[src/rtl/s2p_rx_if.sv]
`default_nettype none
// ============================================================================
// Module   : s2p_rx_if
// Brief    : Serial line plus byte valid/ack handshake of the battle-link receiver
// Revision : 1.0 - initial release
// ============================================================================
interface s2p_rx_if;
    logic       S_data_in;
    logic       rx_ack;
    logic [7:0] P_data_out;
    logic       rx_valid;
    logic       frame_err;
    logic       overrun;
    logic       busy;

    // master: the receiver; slave: the line driver / byte consumer
    modport master (
        input  S_data_in,
        input  rx_ack,
        output P_data_out,
        output rx_valid,
        output frame_err,
        output overrun,
        output busy
    );

    modport slave (
        output S_data_in,
        output rx_ack,
        input  P_data_out,
        input  rx_valid,
        input  frame_err,
        input  overrun,
        input  busy
    );
endinterface
`default_nettype wire

[src/rtl/s2p_rx.sv]
`default_nettype none
// ============================================================================
// Module   : s2p_rx
// Brief    : 10-bit frame (start 0, 8 data MSB first, stop 1) serial-to-parallel
//            receiver with valid/ack byte handoff
// Revision : 1.0 - initial release
// ============================================================================
module s2p_rx #(
    parameter int CLKS_PER_BIT = 5208
) (
    input  wire logic    CLOCK_50,
    input  wire logic    reset,
    s2p_rx_if.master     bus
);

    localparam int            CW     = $clog2(CLKS_PER_BIT);
    localparam logic [CW-1:0] c_last = CW'(CLKS_PER_BIT - 1);
    localparam logic [CW-1:0] c_mid  = CW'(CLKS_PER_BIT / 2 - 1);

    typedef enum logic [2:0] {
        ST_IDLE  = 3'd0,
        ST_START = 3'd1,
        ST_DATA  = 3'd2,
        ST_STOP  = 3'd3,
        ST_BREAK = 3'd4
    } state_t;

    logic          sync1_q, sync2_q;
    state_t        state_q, state_d;
    logic [CW-1:0] cnt_q, cnt_d;
    logic [2:0]    idx_q, idx_d;
    logic [7:0]    sh_q, sh_d;
    logic [7:0]    data_q, data_d;
    logic          valid_q, valid_d;
    logic          ferr_q, ferr_d;
    logic          ovr_q, ovr_d;

    logic          w_rx_s;
    logic          w_done;
    logic          w_ack;

    assign w_rx_s = sync2_q;
    assign w_ack  = bus.rx_ack & valid_q;

    always_comb begin
        state_d = state_q;
        cnt_d   = cnt_q;
        idx_d   = idx_q;
        sh_d    = sh_q;
        data_d  = data_q;
        valid_d = valid_q;
        ferr_d  = 1'b0;
        ovr_d   = ovr_q;
        w_done  = 1'b0;

        case (state_q)
            ST_IDLE: begin
                cnt_d = '0;
                if (!w_rx_s) begin
                    state_d = ST_START;
                end
            end
            ST_START: begin
                if (cnt_q == c_mid) begin
                    cnt_d = '0;
                    if (!w_rx_s) begin
                        state_d = ST_DATA;
                        idx_d   = 3'd0;
                    end else begin
                        state_d = ST_IDLE;
                    end
                end else begin
                    cnt_d = cnt_q + CW'(1);
                end
            end
            ST_DATA: begin
                if (cnt_q == c_last) begin
                    cnt_d = '0;
                    sh_d  = {sh_q[6:0], w_rx_s};
                    if (idx_q == 3'd7) begin
                        state_d = ST_STOP;
                    end else begin
                        idx_d = idx_q + 3'd1;
                    end
                end else begin
                    cnt_d = cnt_q + CW'(1);
                end
            end
            ST_STOP: begin
                if (cnt_q == c_last) begin
                    cnt_d = '0;
                    if (w_rx_s) begin
                        w_done  = 1'b1;
                        state_d = ST_IDLE;
                    end else begin
                        ferr_d  = 1'b1;
                        state_d = ST_BREAK;
                    end
                end else begin
                    cnt_d = cnt_q + CW'(1);
                end
            end
            ST_BREAK: begin
                cnt_d = '0;
                if (w_rx_s) begin
                    state_d = ST_IDLE;
                end
            end
            default: begin
                state_d = ST_IDLE;
                cnt_d   = '0;
            end
        endcase

        // An ack landing on the completion cycle frees the slot for the new byte
        if (w_done) begin
            if (!valid_q || bus.rx_ack) begin
                data_d  = sh_q;
                valid_d = 1'b1;
            end else begin
                ovr_d = 1'b1;
            end
        end else if (w_ack) begin
            valid_d = 1'b0;
        end
        if (w_ack) begin
            ovr_d = 1'b0;
        end
    end

    always_ff @(posedge CLOCK_50 or negedge reset) begin
        if (!reset) begin
            sync1_q <= 1'b1;
            sync2_q <= 1'b1;
            state_q <= ST_IDLE;
            cnt_q   <= '0;
            idx_q   <= 3'd0;
            sh_q    <= 8'h00;
            data_q  <= 8'h00;
            valid_q <= 1'b0;
            ferr_q  <= 1'b0;
            ovr_q   <= 1'b0;
        end else begin
            sync1_q <= bus.S_data_in;
            sync2_q <= sync1_q;
            state_q <= state_d;
            cnt_q   <= cnt_d;
            idx_q   <= idx_d;
            sh_q    <= sh_d;
            data_q  <= data_d;
            valid_q <= valid_d;
            ferr_q  <= ferr_d;
            ovr_q   <= ovr_d;
        end
    end

    assign bus.P_data_out = data_q;
    assign bus.rx_valid   = valid_q;
    assign bus.frame_err  = ferr_q;
    assign bus.overrun    = ovr_q;
    assign bus.busy       = (state_q != ST_IDLE);

endmodule
`default_nettype wire

[src/flat_wrapper.sv]
// flat-port wrapper written by rule: the top's interface ports become plain ports
module s2p_rx_flat 
#(
    parameter int CLKS_PER_BIT = 5208
)
  (CLOCK_50, reset, bus_S_data_in, bus_rx_ack, bus_P_data_out, bus_rx_valid, bus_frame_err, bus_overrun, bus_busy);
  s2p_rx_if bus_i ();
  input  wire logic CLOCK_50;
  input  wire logic reset;
  input wire logic [$bits(bus_i.S_data_in)-1:0] bus_S_data_in;
  input wire logic [$bits(bus_i.rx_ack)-1:0] bus_rx_ack;
  output wire logic [$bits(bus_i.P_data_out)-1:0] bus_P_data_out;
  output wire logic [$bits(bus_i.rx_valid)-1:0] bus_rx_valid;
  output wire logic [$bits(bus_i.frame_err)-1:0] bus_frame_err;
  output wire logic [$bits(bus_i.overrun)-1:0] bus_overrun;
  output wire logic [$bits(bus_i.busy)-1:0] bus_busy;
  assign bus_i.S_data_in = bus_S_data_in;
  assign bus_i.rx_ack = bus_rx_ack;
  assign bus_P_data_out = bus_i.P_data_out;
  assign bus_rx_valid = bus_i.rx_valid;
  assign bus_frame_err = bus_i.frame_err;
  assign bus_overrun = bus_i.overrun;
  assign bus_busy = bus_i.busy;
  s2p_rx #(.CLKS_PER_BIT(CLKS_PER_BIT)) u_core (.CLOCK_50(CLOCK_50), .reset(reset), .bus(bus_i));
endmodule
[config.mk]
export PLATFORM = sky130hd
export DESIGN_NAME = s2p_rx_flat
export DESIGN_NICKNAME = d
export VERILOG_FILES = /design/src/rtl/s2p_rx_if.sv /design/src/rtl/s2p_rx.sv /design/src/flat_wrapper.sv
export SDC_FILE = /design/constraint.sdc
export NUM_CORES = 1
export LEC_CHECK = 0
export CAP_MARGIN = 25
export CORE_ASPECT_RATIO = 1.5
export CORE_MARGIN = 5
export CORE_UTILIZATION = 50
export DETAILED_ROUTE_END_ITERATION = 7
export HOLD_SLACK_MARGIN = 0.03
export PLACE_DENSITY = 0.73
export SLEW_MARGIN = 20
export SYNTH_ARGS = -nofsm -noshare
export SYNTH_HDL_FRONTEND = slang
export SYNTH_SLANG_ARGS = --single-unit
[constraint.sdc]
create_clock -name CLOCK_50 -period 1.9 [get_ports CLOCK_50]
set_input_delay 0.19 -clock CLOCK_50 [delete_from_list [all_inputs] [get_ports CLOCK_50]]
set_output_delay 0.19 -clock CLOCK_50 [all_outputs]
set_load 0.05 [all_outputs]
==> results of run 1 <==
## flip-flops by register name, summed over array words and instances, names as in the netlist
| signal | count |
|---|---|
| u_core.idx_q | 3 |
| u_core.sh_q | 8 |
| u_core.bus.overrun | 1 |
| u_core.bus.rx_valid | 1 |
| u_core.sync1_q | 1 |
| u_core.state_q | 3 |
| u_core.bus.P_data_out | 8 |
| u_core.sync2_q | 1 |
| u_core.bus.frame_err | 1 |
| u_core.cnt_q | 13 |
## cell type report
cell class	count	share of cell area (%)
well taps	42	2.385
multi-input cells	101	34.70
clock buffers	8	4.089
inverters	6	1.022
flip-flops and latches	40	45.54
repair buffers	30	12.27
## cells in the mapped netlist, types with 2 or more instances
cell	count	area, um^2
xor2_1	6	52.55
nand2_1	6	22.52
nor3_1	4	20.02
nor2_1	17	63.81
dfstp_2	2	52.55
inv_1	6	22.52
dfrtp_1	38	950.9
nand3_1	6	30.03
o22ai_1	3	18.77
or3_1	2	12.51
o21bai_1	2	15.01
mux2_2	16	180.2
nor3b_1	4	30.03
ha_1	3	37.54
nor4_1	2	12.51
and3_1	2	12.51
nand4_1	4	25.02
mux2i_1	2	20.02
xnor2_1	5	43.79
## power by group through the flow
stage | clock network, mW | registers [mW] | logic, mW
4_1_cts | 0.589 | 0.857 | 0.0300
6_report | 0.579 | 0.857 | 0.0287
2_1_floorplan | 0 | 0.873 | 0.00201
3_5_place_dp | 0 | 0.874 | 0.0281
3_3_place_gp | 0 | 0.874 | 0.0271
5_1_grt | 0.632 | 0.857 | 0.0332
## cells by family after synthesis
kind of cell    Yosys count  share of synthesized area [%]
flops                    40                          55.89
compound gates           12                          4.739
xor+xnor                 11                          5.366
mux                      18                          11.15
fa+ha+maj                 3                          2.091
buf+inv                   9                          2.578
simple gates             57                          18.19
## per-layer routing
metal  track usage (%)  wire, um  share of wire, %
met5                 0         0                 0
met4             7.629        76               2.1
met3             4.037       130               3.6
met2             26.66      1972                54
met1             19.84      1480                40
## what timing repair did
item	CTS	global route
hold buffers	1	0
setup endpoints to repair	0	31
resized for setup	0	8
hold endpoints to repair	26	0
## how the worst min path moves through the flow
| stage | end | cells past startpoint |
|---|---|---|
| 2_1_floorplan | u_core.bus.P_data_out[0]$_DFFE_PN0P_ | 0 |
| 6_report | u_core.sync1_q$_DFF_PN1_ | 1 |
| 5_1_grt | u_core.sync1_q$_DFF_PN1_ | 1 |
| 4_1_cts | u_core.sync1_q$_DFF_PN1_ | 1 |
| 3_5_place_dp | u_core.cnt_q[5]$_DFF_PN0_ | 1 |
| 3_3_place_gp | u_core.cnt_q[5]$_DFF_PN0_ | 1 |
## through the flow
stage | std cells | area, um^2
after global placement | 217 | 2077
after floorplan | 150 | 1795
after global routing | 227 | 2203
after CTS | 226 | 2177
after detailed placement | 217 | 2077
final | 227 | 2203
==> metrics.txt, run 1 <==
Hold Vio Cnt, Final=0; sw power=0.3041 mW; Worst Path Arrival=between 1.5 and 2 ns; area of the multi-input gates=around 760 um^2; Initial DRC Count=20; clk_skew=0.006082 ns; clock buffer depth=2; status=finished clean; post-CTS setup buffer count=0; residual DRC count=0; Port Buffer Count=15; clk sink count=40; most common cell after layout, fill and taps aside=dfrtp_1; Cell Chain, Critical Path=nor3b_1, nand4_2, buf_4, a22oi_2, buf_4, nor2_1; mean area per synthesized cell=11.97 um^2; unrepaired setup endpoints after global routing=false; initial antenna violation count=0; vias in the first global route=about 1400; post-synth cell types=39; Sw Share=20.76%; Fmax achieved=560.8 MHz; sequential area share after synthesis=55.89%; P&R area growth vs syn=22.72%; Chip Width=58.93 um; WP depth=6; Post-synth EDFFs=0; CTS tree=yes; Num CTS Buffers=5; Crit path largest cell delay=0.40 ns; reg-to-reg startpoint=u_core.cnt_q[5]$_DFF_PN0_; Die Height=83.39 um; Std-Cell Core Area=0.003448 mm^2; layout cell share with drive strength beyond 1=27.03%; Synth async-reset ratio=100.0%; storage element area=between 0.001 and 0.0015 mm^2; worst hold slack=0.3102 ns; Max Cap Viol=0; setup_tns=0 ns; Hold Startpoint=bus_S_data_in; Power, Total=between 1 and 1.5 mW; register clock-pin slew on the reported worst setup and hold paths=0.08 ns; Total Wirelength=3660 um; gp weighted congestion=0.7931; Starting Density=between 50 and 60%; Reg power frac=58.5%; Place WS=0.04383 ns; Slew HR=about 60%; GRT Total Usage=roughly 16%; filler cell count=266; critical path launch point=u_core.cnt_q[5]$_DFF_PN0_; Worst-Skew Late Latency=0.29 ns; Layout Utilization=63.90%; min-delay worst type=primary input to flip-flop; kind of critical path=flip-flop to flip-flop; R2R depth=6; synth warn=0; ys flop type=dfrtp_1; CP Max Fanout=7; first-pass GRT wire length=approximately 6300 um; Max Slew Vio Count=0; Netlist Area Pre-Place=0.001795 mm^2; ant diodes=0; via count=between 1000 and 1500; Crit. End Element=flip-flop; Net Count, Synth=157; row count=26; largest net degree at the start of global routing=29; H-tree depth=2; reg2reg end=u_core.cnt_q[8]$_DFF_PN0_; Worst Setup EP=u_core.cnt_q[8]$_DFF_PN0_; CTS root buffer=clkbuf_8; synthesized instance count=150; I/O pins=16; post-layout minimum cycle time=1.783 ns; clock network fraction of total power=39.5%; Slew @ Worst Pin=0.6131 ns; DRT antenna net count=0; LEAKAGE=1.021 nW; Peak VDD IR=around 0.50 mV; Crit-path slowest cell=dfrtp_1; part of the cycle the worst path needs=approximately 94%; Pwr per Cell Area=664.7 mW/mm^2; r2r setup slk=0.12 ns; crit path buf inv count=2; most frequent cells in the layout=dfrtp_1 (38), nor2_1 (17), mux2_2 (16); detailed-placement wirelength estimate=2521 um; drt via density=between 5 and 6; startpoint types=flip-flop; routed length per instance=16.12 um; CP most frequent cell=buf_4; worst setup margin=0.1170 ns; grt ovf=0; crit-path leading delay family=simple AND/OR/NAND/NOR gates; Layout Nets=about 190; Die ar.=0.004914 mm^2; Pint=about 1.2 mW; 1st-pass router iterations=4; Logic pwr share=around 2.0%; Synth Register Bits=40; final setup fails=0; Required @ worst endpoint=2.08 ns
Power figures use the tool's default switching activity.
==> run 2: changes to the inputs <==
Settings changed: CELL_PAD_IN_SITES_DETAIL_PLACEMENT from default to 0, CELL_PAD_IN_SITES_GLOBAL_PLACEMENT from default to 1, CORE_UTILIZATION 50 to 41, PLACE_DENSITY 0.73 to default, PLACE_DENSITY_LB_ADDON from default to 0.1.
==> metrics.txt, run 2 (synthesis results as in run 1) <==
status=finished clean; most frequent cells in the layout=dfrtp_1 (38), nor2_1 (17), buf_4 (17); reg2reg end=u_core.idx_q[0]$_DFFE_PN0P_; routed length per instance=15.04 um (-6.7%); R2R depth=7 (+1); Place WS=0.03386 ns (-0.009969 ns); detailed-placement wirelength estimate=2564 um (+1.7%); Crit-path slowest cell=dfrtp_1; Layout Utilization=52.76% (-11 points); Pwr per Cell Area=637.8 mW/mm^2 (-4.1%); Die ar.=0.005830 mm^2 (+19%); ant diodes=0 (unchanged); Num CTS Buffers=5 (unchanged); CTS tree=yes; crit-path leading delay family=flip-flops; design area=0.002240 mm^2 (+1.6%); Total Wirelength=3520 um (-3.8%); r2r setup slk=0.12 ns (about the same); Top Layer Used=met4; vias in the first global route=1286 (-5.3%); Initial DRC Count=53 (+170%); Max Slew Vio Count=0 (unchanged); Die Height=91.05 um (+9.2%); Fmax achieved=561.2 MHz (about the same); Required @ worst endpoint=2.07 ns (about the same); Worst Setup EP=u_core.idx_q[0]$_DFFE_PN0P_; residual DRC count=0 (unchanged); drt via density=5.244 (-5.2%); part of the cycle the worst path needs=93.78% (about the same); post-layout minimum cycle time=1.782 ns (-0.001223 ns); reg-to-reg startpoint=u_core.cnt_q[0]$_DFF_PN0_; worst setup margin=0.1182 ns (+0.001223 ns); CP most frequent cell=buf_4; Std-Cell Core Area=0.004245 mm^2 (+23%); WL met2=1848 um (-6.3%); row count=29 (+12%); LEAKAGE=1.015 nW (-0.64%); Crit. End Element=flip-flop; Worst-Skew Late Latency=0.28 ns (about the same); area of the multi-input gates=775.7 um^2 (+1.5%); Max Cap Viol=0 (unchanged); Worst Path Arrival=1.95 ns (about the same); I/O pins=16 (unchanged); via count=1227 (-2.3%); WL met3=109 um (-16%); Starting Density=42.29% (-9.8 points); filler cell count=380 (+43%); Port Buffer Count=15 (unchanged); grt ovf=0 (unchanged); storage element area=0.001003 mm^2 (unchanged); P&R area growth vs syn=24.74%; WL met1=1509 um (+2.0%); GRT Total Usage=13.00% (-3.4 points); post-CTS setup buffer count=0 (unchanged); register clock-pin slew on the reported worst setup and hold paths=0.07 ns (about the same); CP Max Fanout=3 (-4); Power, Total=1.428 mW (-2.5%); WP depth=7 (+1); H-tree depth=2 (unchanged); Slew HR=66.38% (+7.3 points); clock buffer depth=2 (unchanged); unrepaired setup endpoints after global routing=true; clk_skew=0.001754 ns (-0.004328 ns); critical path launch point=u_core.cnt_q[0]$_DFF_PN0_; first-pass GRT wire length=6072 um (-3.1%); layout cell share with drive strength beyond 1=29.79% (+2.8 points); startpoint types=flip-flop; max reg flops=13 (unchanged); Layout Nets=194 (+1.6%); Hold Vio Cnt, Final=0 (unchanged); largest net degree at the start of global routing=22 (-24%); 1st-pass router iterations=6 (+2); DRT antenna net count=0 (unchanged); most common cell after layout, fill and taps aside=dfrtp_1; crit path buf inv count=2 (unchanged); Chip Width=64.03 um (+8.7%); kind of critical path=flip-flop to flip-flop; initial antenna violation count=0 (unchanged); Slew @ Worst Pin=0.5028 ns (-0.1104 ns); largest register by flop count=u_core.cnt_q; min-delay worst type=primary input to flip-flop; gp weighted congestion=0.8127 (+2.5%); clk sink count=40 (unchanged); CTS root buffer=clkbuf_8; Cell Chain, Critical Path=ha_2, buf_4, and3_4, nand4_1, a221oi_2, buf_4, mux2i_1; Crit path largest cell delay=0.38 ns (-0.02 ns); DP Area=0.002105 mm^2 (+1.3%); worst hold slack=0.3030 ns (-0.007243 ns); Peak VDD IR=0.5628 mV (+13%); final setup fails=0 (unchanged)
## run 2: what timing repair did
| action | 4_1_cts | 5_1_grt |
|---|---|---|
| hold buffers | 1 | 0 |
| endpoints found under the setup margin | 0 | 32 |
| resized for setup | 0 | 10 |
| endpoints found under the hold margin | 17 | 0 |
## run 2: worst min path at each step
stage | from | endpoint | cells after the start | slack, ns
after detailed placement | reset | u_core.cnt_q[8]$_DFF_PN0_ | 1 | 0.17
after CTS | bus_S_data_in | u_core.sync1_q$_DFF_PN1_ | 1 | 0.29
after global routing | bus_S_data_in | u_core.sync1_q$_DFF_PN1_ | 1 | 0.29
after global placement | reset | u_core.cnt_q[10]$_DFF_PN0_ | 1 | 0.17
final | bus_S_data_in | u_core.sync1_q$_DFF_PN1_ | 1 | 0.30
after floorplan | reset | u_core.bus.P_data_out[0]$_DFFE_PN0P_ | 0 | -0.11
## run 2: layer usage
metal  GRT usage, %  vias to the layer above
met4          5.199                        0
met3          3.333                        5
met1          15.68                      589
met2          21.73                       24
li1               -                      609
met5              0                        -
## run 2: final cells by class
| type | instances | share of cell area, % |
|---|---|---|
| Clock buffer | 5 | 3.073 |
| Clock inverter | 3 | 0.8380 |
| Inverter | 6 | 1.006 |
| Multi-Input combinational cell | 101 | 34.64 |
| Sequential cell | 40 | 44.80 |
| Tap cell | 46 | 2.570 |
| Timing Repair Buffer | 33 | 13.07 |
## run 2: through the flow
step	setup TNS [ns]	instances
after floorplan	0	150
after global placement	0	224
after detailed placement	0	224
after CTS	0	233
after global routing	-0.01296	234
final	0	234
## run 2: power by group
group          leakage [nW]  internal [mW]  total, mW  switching [mW]
logic                 0.430        0.00963     0.0288          0.0192
registers             0.537          0.855      0.857         0.00270
clock network        0.0479          0.256      0.542           0.287
total                  1.01           1.12       1.43           0.309
==> run 3: changes to the inputs <==
Settings changed: SETUP_SLACK_MARGIN from default to 0.2, SLEW_MARGIN 20 to default.
==> metrics.txt, run 3 (synthesis results as in run 1) <==
max reg flops=13 (unchanged); I/O pins=16 (unchanged); crit path buf inv count=1 (-1); layout cell share with drive strength beyond 1=32.81% (+3.0 points); Pint=1.293 mW (+16%); vias in the first global route=1348 (+4.8%); CP Max Fanout=8 (+5); reg2reg end=u_core.bus.P_data_out[4]$_DFFE_PN0P_; most frequent cells in the layout=dfrtp_1 (38), buf_4 (20), nor2_1 (16); unrepaired setup endpoints after global routing=true; clk sink count=40 (unchanged); Endpoint, Worst Hold=u_core.sync1_q$_DFF_PN1_; Num CTS Buffers=5 (unchanged); Die Height=91.05 um (unchanged); worst hold stages=1 (unchanged); largest net degree at the start of global routing=16 (-27%); Slew HR=65.91% (-0.46 points); Reg power frac=53.1% (-6.9 points); DRT antenna net count=0 (unchanged); P&R area growth vs syn=33.52%; part of the cycle the worst path needs=90.81% (-3.0 points); 1st-pass router iterations=4 (-2); crit-path leading delay family=simple AND/OR/NAND/NOR gates; Logic pwr share=1.8% (-0.2 points); Total Wirelength=3779 um (+7.4%); Pwr per Cell Area=672.9 mW/mm^2 (+5.5%); area of the multi-input gates=838.3 um^2 (+8.1%); detailed-placement wirelength estimate=2672 um (+4.2%); Std-Cell Core Area=0.004245 mm^2 (unchanged); CTS tree=yes; clk_skew=0.007315 ns (+0.005561 ns); Required @ worst endpoint=2.08 ns (about the same); drt via density=5.441 (+3.8%); kind of critical path=flip-flop to flip-flop; Slew @ Worst Pin=0.5105 ns (+0.007692 ns); Layout Nets=198 (+2.1%); residual DRC count=0 (unchanged); GRT Total Usage=13.94% (+0.94 points); ant diodes=0 (unchanged); Hold Startpoint=bus_S_data_in; Starting Density=42.29% (unchanged); clock network fraction of total power=45.1% (+7.1 points); Port Buffer Count=15 (unchanged); gp weighted congestion=0.8049 (-0.96%); post-layout minimum cycle time=1.725 ns (-0.05641 ns); grt ovf=0 (unchanged); Worst-Skew Late Latency=0.29 ns (about the same); placed cells=222 (-0.89%); Max Slew Vio Count=0 (unchanged); Finished Layout Cells=238 (+1.7%); Initial DRC Count=33 (-38%); startpoint types=flip-flop; final setup fails=0 (unchanged); Peak VDD IR=0.4732 mV (-16%); H-tree depth=2 (unchanged); design area=0.002397 mm^2 (+7.0%); reg-to-reg startpoint=u_core.cnt_q[1]$_DFF_PN0_; Fmax achieved=579.6 MHz (+3.3%); DP Area=0.002103 mm^2 (about the same); Die ar.=0.005830 mm^2 (unchanged); routed length per instance=15.88 um (+5.6%); CTS root buffer=clkbuf_8; Max Cap Viol=0 (unchanged); register clock-pin slew on the reported worst setup and hold paths=0.08 ns (about the same); R2R depth=6 (-1); via count=1295 (+5.5%); r2r setup slk=0.17 ns (+0.06 ns); LEAKAGE=1.226 nW (+21%); Cell Chain, Critical Path=ha_4, and4bb_2, nand4_4, nor3_4, buf_12, mux2_4; sw power=0.3196 mW (+3.5%); filler cell count=361 (-5.0%); Sw Share=19.81% (-1.8 points); Crit. End Element=flip-flop; Crit path largest cell delay=0.40 ns (+0.02 ns); clock buffer depth=2 (unchanged); min-delay worst type=primary input to flip-flop; storage element area=0.001003 mm^2 (unchanged); first-pass GRT wire length=6444 um (+6.1%); setup_tns=0 ns (unchanged); initial antenna violation count=0 (unchanged); status=finished clean; row count=29 (unchanged); Crit-path slowest cell=dfrtp_1; Hold Vio Cnt, Final=0 (unchanged); most common cell after layout, fill and taps aside=dfrtp_1; Worst Path Arrival=1.91 ns (-0.04 ns); Chip Width=64.03 um (unchanged); largest register by flop count=u_core.cnt_q
run 3: cell types whose count changed in the layout (fill, tap and decap cells not counted), sizes merged:
cell and delta:
clkinv -2, clkdlybuf4s50 -9, bufinv +1, dlygate4sd2 +1, dlymetal6s2s +8, buf +4, clkbuf +1
run 3: worst max-delay path by stage:
stage,start,endpoint,depth (start not counted)
finish,u_core.cnt_q[1]$_DFF_PN0_,u_core.bus.P_data_out[4]$_DFFE_PN0P_,6
global route,u_core.cnt_q[4]$_DFF_PN0_,u_core.state_q[0]$_DFFE_PN0P_,5
detailed placement,u_core.idx_q[0]$_DFFE_PN0P_,u_core.idx_q[0]$_DFFE_PN0P_,7
CTS,u_core.cnt_q[1]$_DFF_PN0_,u_core.bus.P_data_out[4]$_DFFE_PN0P_,6
global placement,u_core.idx_q[0]$_DFFE_PN0P_,u_core.idx_q[1]$_DFFE_PN0P_,7
floorplan,u_core.cnt_q[0]$_DFF_PN0_,u_core.bus.P_data_out[0]$_DFFE_PN0P_,5
run 3: worst reg2reg max path, delay by kind of cell (launching register included):
family	cells	cell delay, ns
multiplexers	1	0.31
flip-flops	1	0.40
adder cells (fa/ha/maj)	1	0.16
buffers and inverters	1	0.16
AND/OR/NAND/NOR	3	0.59
run 3: cell type report:
cell class / instances / share of cell area (%)
flip-flops and latches: 40 / 41.86
multi-input cells: 101 / 34.97
repair buffers: 37 / 14.77
clock buffers: 6 / 3.445
well taps: 46 / 2.401
clock inverters: 2 / 1.618
inverters: 6 / 0.9395
run 3: power by group through the flow:
| stage | combinational (mW) | sequential [mW] | clock [mW] |
|---|---|---|---|
| 2_1_floorplan | 0.00201 | 0.873 | 0 |
| 3_3_place_gp | 0.0277 | 0.874 | 0 |
| 3_5_place_dp | 0.0291 | 0.874 | 0 |
| 4_1_cts | 0.0307 | 0.857 | 0.751 |
| 5_1_grt | 0.0340 | 0.857 | 0.801 |
| 6_report | 0.0292 | 0.857 | 0.727 |
run 3: timing repair:
action                                  CTS  global route
hold buffers                              1             0
endpoints found under the setup margin   21            33
setup buffers                             3             4
hold endpoints to repair                 12             0
pin swaps                                 3             5
gates resized for setup                  11            15
run 3: per-layer routing:
layer	vias to the layer above	global-route usage, %	routed length, um
met1	657	16.34	1514
met2	23	23.57	2065
met4	0	5.719	74
li1	608	-	-
met3	7	3.827	125
met5	-	0	0
run 3: metrics by stage:
step	hold WS, ns	total power [mW]	setup WS [ns]	util (%)
final	0.3014	1.613	0.1746	56.47
after CTS	0.2936	1.638	0.09947	54.08
after global routing	0.3004	1.693	0.06486	56.47
after global placement	0.1079	0.9012	0.06609	49.54
after floorplan	-0.1056	0.8752	0.1819	-
after detailed placement	0.1183	0.9027	0.05906	49.54
